===== src/rtl/fpu_result_collector.sv =====
// fpu_result_collector: buffers FPU add/sub results and flags in a FIFO and keeps sticky exception flags
module fpu_result_collector #(
   parameter int e_p   = 8,
   parameter int m_p   = 23,
   parameter int els_p = 4
) (
   input  logic                       clk_i,
   input  logic                       reset_n_i,
   input  logic                       fpu_v_i,
   input  logic [e_p+m_p:0]           fpu_z_i,
   input  logic [3:0]                 fpu_flags_i,
   output logic                       fpu_yumi_o,
   output logic                       v_o,
   output logic [e_p+m_p:0]           data_o,
   output logic [3:0]                 flags_o,
   input  logic                       ready_and_i,
   input  logic                       clear_flags_i,
   output logic [3:0]                 sticky_flags_o,
   output logic [$clog2(els_p+1)-1:0] count_o
);
   localparam int w  = e_p + m_p + 1;
   localparam int pw = $clog2(els_p);
   localparam int cw = $clog2(els_p + 1);
   logic [w+3:0]  mem [els_p];
   logic [pw-1:0] wptr, rptr;
   logic [cw-1:0] count;
   logic          full, deq;
   assign full           = count == cw'(els_p);
   assign v_o            = count != '0;
   assign deq            = v_o & ready_and_i;
   // gated by reset so no handshake completes while reset is asserted
   assign fpu_yumi_o     = fpu_v_i & ~full & reset_n_i;
   assign data_o         = mem[rptr][w-1:0];
   assign flags_o        = mem[rptr][w+3:w];
   assign count_o        = count;
   always_ff @(posedge clk_i or negedge reset_n_i) begin
      if (!reset_n_i) begin
         for (int i = 0; i < els_p; i++) mem[i] <= '0;
         wptr           <= '0;
         rptr           <= '0;
         count          <= '0;
         sticky_flags_o <= '0;
      end else begin
         if (fpu_yumi_o) mem[wptr] <= {fpu_flags_i, fpu_z_i};
         wptr           <= wptr + pw'(fpu_yumi_o);
         rptr           <= rptr + pw'(deq);
         count          <= count + cw'(fpu_yumi_o) - cw'(deq);
         sticky_flags_o <= (clear_flags_i ? 4'b0 : sticky_flags_o) | (fpu_yumi_o ? fpu_flags_i : 4'b0);
      end
   end
endmodule


===== config.mk =====
export PLATFORM = sky130hd
export DESIGN_NAME = fpu_result_collector
export DESIGN_NICKNAME = d
export VERILOG_FILES = /design/src/rtl/fpu_result_collector.sv
export SDC_FILE = /design/constraint.sdc
export NUM_CORES = 1
export LEC_CHECK = 0
export CAP_MARGIN = 20
export CELL_PAD_IN_SITES_DETAIL_PLACEMENT = 0
export CELL_PAD_IN_SITES_GLOBAL_PLACEMENT = 1
export CORE_AREA = 4 4 99 171
export CTS_CLUSTER_SIZE = 8
export DETAILED_ROUTE_END_ITERATION = 6
export DIE_AREA = 0 0 103 175
export HOLD_SLACK_MARGIN = 0.08
export PLACE_DENSITY_LB_ADDON = 0.05
export SLEW_MARGIN = 10
export SYNTH_ARGS = -nofsm -noshare
export SYNTH_HDL_FRONTEND = slang
export SYNTH_SLANG_ARGS = --single-unit

===== constraint.sdc =====
create_clock -name clk_i -period 2.7 [get_ports clk_i]
set_clock_uncertainty 0.2 [all_clocks]
set_input_delay 0.405 -clock clk_i [delete_from_list [all_inputs] [get_ports clk_i]]
set_output_delay 0.405 -clock clk_i [all_outputs]
set_load 0.05 [all_outputs]

==> impl_metrics.env, run 1 <==
export IMPL_status="finished, final reports clean"
export IMPL_crit_path_start_kind="register"
export IMPL_dieHeight_um=175
export IMPL_grtUsageTotal_pct=16.5
export IMPL_die_area_mm2=0.0180
export IMPL_core_mm2=0.0155
export IMPL_antenna_found_initial=0
export IMPL_worst_r2r_setup_slack_ps=430
export IMPL_hold_violations=0
export IMPL_fmax_ghz=0.386
export IMPL_synthCells=383
export IMPL_multiInputGateArea_mm2=0.00281
export IMPL_synth_cell_types=29
export IMPL_cts_buffer_depth=2
export IMPL_crit_fanout=5
export IMPL_reg2reg_to="count_o[2]"
export IMPL_tritoncts="done"
export IMPL_cts_max_level=4
export IMPL_antennaDiodeCount=0
export IMPL_worst_pin_slew_ps=861
export IMPL_drc=0
export IMPL_path_class="register to primary output"
export IMPL_synthTopCellsByArea="dfrtp_1 (57%), mux2_2 (18%), mux4_2 (12%)"
export IMPL_detail_route_antenna_nets=0
export IMPL_maxCapViolations=0
export IMPL_routedWlPerCell_um=20.5
export IMPL_synth_fp_nets=427
export IMPL_final_area_mm2=0.00871
export IMPL_grtUsageMet2_pct=27.1
export IMPL_slew_violations=0
export IMPL_drtIter0Drc=102
export IMPL_vias=3646
export IMPL_met1_usage_pct=21.3
export IMPL_syn_area_mm2=0.00686
export IMPL_io_pins=86
export IMPL_synth_top_cell_by_area="dfrtp_1"
export IMPL_root_buffer="clkbuf_16"
export IMPL_critPathRequiredTime_ps=2100
export IMPL_crit_path_end_kind="primary output"
export IMPL_clk_pin_slew_ps=60
export IMPL_ys_warnings_count=0
export IMPL_setup_viol=0
export IMPL_gr_usage_met3_pct=3.60
export IMPL_finalCriticalPeriod_ps=2590
export IMPL_cts_buffers=17
export IMPL_grt_setup_unrepaired="false"
export IMPL_min_path_type="input port to asynchronous set/reset pin"
export IMPL_fin_crit_sh_pct=95.8
export IMPL_clkLatencyLatePin_ps=400
export IMPL_grt_ovfl_total=0
export IMPL_via_per_inst=5.38
export IMPL_place_area_mm2=0.00809
export IMPL_grt_pass1_vias=4153
export IMPL_layout_nets=524
export IMPL_initial_utilization_pct=44.4
export IMPL_grt_max_degree=148
export IMPL_area_growth_pct=27.0
export IMPL_relSlewSlack_pct=42.6
export IMPL_yosys_register_bits=155
export IMPL_die_w_um=103
export IMPL_fill_cells=1259
export IMPL_grt_pass1_wl_um=22600
export IMPL_drt_total_wl_um=13900
export IMPL_io_buffers=85
export IMPL_dr_pass1_iters=4
export IMPL_r2r_cells=7
export IMPL_syn_area_per_cell_um2=17.9
export IMPL_fin_tns_setup_ps=0
export IMPL_crit_arrival_ps=1980
export IMPL_cts_num_sinks=155
export IMPL_place_congestion=0.751
export IMPL_ys_seq_area_share_pct=56.5
export IMPL_place_detailed_hpwl_um=8700
export IMPL_post_cts_resized=0
export IMPL_r2r_start="count_o[0]"
export IMPL_final_seq_area_mm2=0.00388
export IMPL_grt_busiest_layer="met2"
export IMPL_fp_row_count=60
export IMPL_drive_gt1_share_pct=54.7
export IMPL_synthDominantCellAreaShare_pct=56.5
[cells by family (layout without fill, tap and decap cells)]
family                   count (synthesis)  count (layout)  share of synthesized area, %
XOR/XNOR                                 5               5                         0.638
AO/OA/AOI/OAI                            4               4                         0.511
adder cells (fa/ha/maj)                  3               3                         0.657
buffers and inverters                   23             132                          2.68
AND/OR/NAND/NOR                         12              12                          1.73
flip-flops                             155             155                          56.5
multiplexers                           181             181                          37.2
[final cells by class]
| cell class | instances | share of cell area [%] |
|---|---|---|
| multi-input combinational | 205 | 32.2 |
| clock inverter | 11 | 1.94 |
| sequential | 155 | 44.5 |
| clock buffer | 20 | 5.13 |
| tap | 186 | 2.67 |
| timing repair buffer | 99 | 13.4 |
| inverter | 2 | 0.0861 |
[worst max-delay path by stage]
stage                from         end  slack [ps]  cells after the start
2_1_floorplan  count_o[2]  count_o[2]         100                      6
3_3_place_gp      fpu_v_i    mem[137]         190                      5
3_5_place_dp      fpu_v_i    mem[128]         180                      5
4_1_cts           rptr[0]  data_o[28]          80                      3
5_1_grt           rptr[0]  data_o[28]          40                      3
6_report       count_o[0]         v_o         110                      2
[Yosys cell counts]
cell type,n
buf_6,4
nand2_1,1
dfrtp_1,155
a22o_1,4
nor4b_4,2
buf_1,3
nor2_1,1
nor3b_4,1
mux2i_1,1
xor2_1,2
buf_12,3
mux2_2,112
xnor2_1,3
mux4_2,36
or4_1,1
or3_2,1
nand4_1,1
buf_4,3
nand2_2,1
fa_1,1
or2_2,1
nand3_1,1
inv_1,2
mux2_4,30
mux2_1,2
ha_1,2
nor2_2,1
clkbuf_1,2
buf_2,6
[state kept, by name, summed over array words and instances, names as in the netlist]
register / cells
rptr: 2
count_o: 3
wptr: 2
sticky_flags_o: 4
mem: 144
[layout by cell type, fill, tap and decap left out, drive strengths merged, types with 3 or more instances in the layout]
cell type	n
bufinv	4
clkbuf	20
dfrtp	155
clkdlybuf4s50	47
clkinvlp	4
xnor2	3
buf	51
inv	3
a22o	4
mux2	144
mux4	36
[per-stage QoR]
step	util (%)	std cells	setup slack [ps]	hold slack (ps)
global placement	52.3	646	185	27.2
CTS	56.4	678	76.4	158
detailed placement	52.3	646	180	28.4
floorplan	-	383	97.3	-90.6
global route	56.4	678	36.3	171
finish	56.4	678	112	180
[worst max-delay path, stage by stage (launching register included)]
cell and delay [ps]:
dfrtp_1 460, or3_4 410, clkdlybuf4s50_1 710
[timing repair]
| action | 4_1_cts | 5_1_grt |
|---|---|---|
| setup endpoints to repair | 0 | 0 |
| setup buffers | 0 | 0 |
| hold endpoints to repair | 27 | 0 |
| hold buffers | 1 | 0 |
[metal layers]
metal | routed length, µm | part of all wire [%] | vias to the layer above
li1 | - | - | 1623
met1 | 5920 | 43 | 1947
met2 | 7260 | 52 | 64
met3 | 495 | 3.6 | 12
met4 | 218 | 1.6 | 0
met5 | 0 | 0 | -
Power of run 1 is left out: the tool's default activity adds up to more than one toggle a clock period on the data nets, which glitch-free logic cannot reach.
==> run 2: changes to the inputs <==
CTS_BUF_LIST = sky130_fd_sc_hd__clkbuf_8   (was default)
==> impl_metrics.env, run 2 (same netlist as run 1, synthesis figures left out) <==
export IMPL_cts_buffers=17
export IMPL_cts_buffer_depth=2
export IMPL_crit_arrival_ps=1900
export IMPL_area_growth_pct=24.3
export IMPL_min_path_type="input port to asynchronous set/reset pin"
export IMPL_gr_usage_met3_pct=3.84
export IMPL_grt_ovfl_total=0
export IMPL_dieHeight_um=175
export IMPL_grtUsageMet2_pct=26.9
export IMPL_place_congestion=0.751
export IMPL_r2r_start="count_o[0]"
export IMPL_place_ws_ps=180
export IMPL_dr_pass1_iters=4
export IMPL_via_per_inst=5.37
export IMPL_grt_busiest_layer="met2"
export IMPL_maxCapViolations=0
export IMPL_io_pins=86
export IMPL_fmax_ghz=0.399
export IMPL_vias=3640
export IMPL_die_area_mm2=0.0180
export IMPL_grt_pass1_vias=4163
export IMPL_finalCriticalPeriod_ps=2500
export IMPL_root_buffer="clkbuf_8"
export IMPL_layout_setup_ws_ps=197
export IMPL_met1_usage_pct=21.3
export IMPL_initial_utilization_pct=44.4
export IMPL_grt_setup_unrepaired="false"
export IMPL_status="finished, final reports clean"
export IMPL_crit_fanout=18
export IMPL_slew_violations=0
export IMPL_multiInputGateArea_mm2=0.00281
export IMPL_largest_reg_flops=144
export IMPL_die_w_um=103
export IMPL_final_common_cell="dfrtp_1"
export IMPL_clkLatencyLatePin_ps=430
export IMPL_place_detailed_hpwl_um=8700
export IMPL_clk_pin_slew_ps=90
export IMPL_crit_path_start_kind="register"
export IMPL_max_flop_register="mem"
export IMPL_setup_viol=0
export IMPL_r2r_cells=7
export IMPL_fin_crit_sh_pct=92.7
export IMPL_antenna_found_initial=0
export IMPL_cts_setup_buffers=0
export IMPL_fp_row_count=60
export IMPL_drt_total_wl_um=13800
export IMPL_detail_route_antenna_nets=0
export IMPL_grt_max_degree=148
export IMPL_layout_common_cells="dfrtp_1 (153), mux2_2 (112), clkdlybuf4s50_1 (46), mux4_2 (36), mux2_4 (30)"
export IMPL_drtIter0Drc=67
export IMPL_reg2reg_to="count_o[2]"
export IMPL_worst_pin_slew_ps=783
export IMPL_relSlewSlack_pct=47.8
export IMPL_tritoncts="done"
export IMPL_fin_tns_setup_ps=0
export IMPL_drive_gt1_share_pct=54.7
export IMPL_grtUsageTotal_pct=16.5
export IMPL_core_mm2=0.0155
export IMPL_io_buffers=85
export IMPL_antennaDiodeCount=0
export IMPL_layout_nets=524
export IMPL_drc=0
export IMPL_final_seq_area_mm2=0.00388
export IMPL_hold_violations=0
export IMPL_routedWlPerCell_um=20.4
export IMPL_crit_path_end_kind="primary output"
export IMPL_cts_num_sinks=155
export IMPL_cts_max_level=4
export IMPL_path_class="register to primary output"
export IMPL_grt_pass1_wl_um=22500
export IMPL_fill_cells=1282
export IMPL_worst_r2r_setup_slack_ps=430
export IMPL_critPathRequiredTime_ps=2100
## run 2: worst max-delay path by stage
stage                    start         end  slack (ps)  cells past startpoint
global route           rptr[0]  data_o[28]          80                      3
global placement       fpu_v_i    mem[137]         190                      5
finish                 rptr[0]  data_o[28]         200                      3
CTS                    rptr[0]  data_o[28]          30                      3
detailed placement     fpu_v_i    mem[128]         180                      5
floorplan           count_o[2]  count_o[2]         100                      6
## run 2: worst max-delay path: stages (launching register included)
cell	delay, ps
dfrtp_2	400
buf_6	280
mux4_2	600
buf_12	180
## run 2: metal layers
metal	vias up	wire length [µm]
met5	-	0
met4	0	235
met3	15	551
met2	71	7140
met1	1935	5900
li1	1619	-
## run 2: metrics by stage
step | instances | utilization, % | cell area [µm²] | hold WS (ps)
after floorplan | 383 | - | 6870 | -90.6
after global placement | 646 | 52.3 | 8090 | 27.2
after detailed placement | 646 | 52.3 | 8090 | 28.4
after CTS | 678 | 55.1 | 8520 | 110
after global routing | 678 | 55.2 | 8530 | 120
final | 678 | 55.2 | 8530 | 146
## run 2: cell type report
type                    count  share of cell area, %
clock buffers              18                   2.90
clock inverters            13                   2.07
well taps                 186                   2.73
repair buffers             99                   13.8
inverters                   2                 0.0880
flip-flops and latches    155                   45.5
multi-input cells         205                   32.9
## run 2: what timing repair did
item / 4_1_cts / 5_1_grt
hold endpoints to repair: 155 / 0
resized for setup: 0 / 2
setup endpoints to repair: 0 / 4
hold buffers: 1 / 0
Power of run 2 is left out for the same reason.
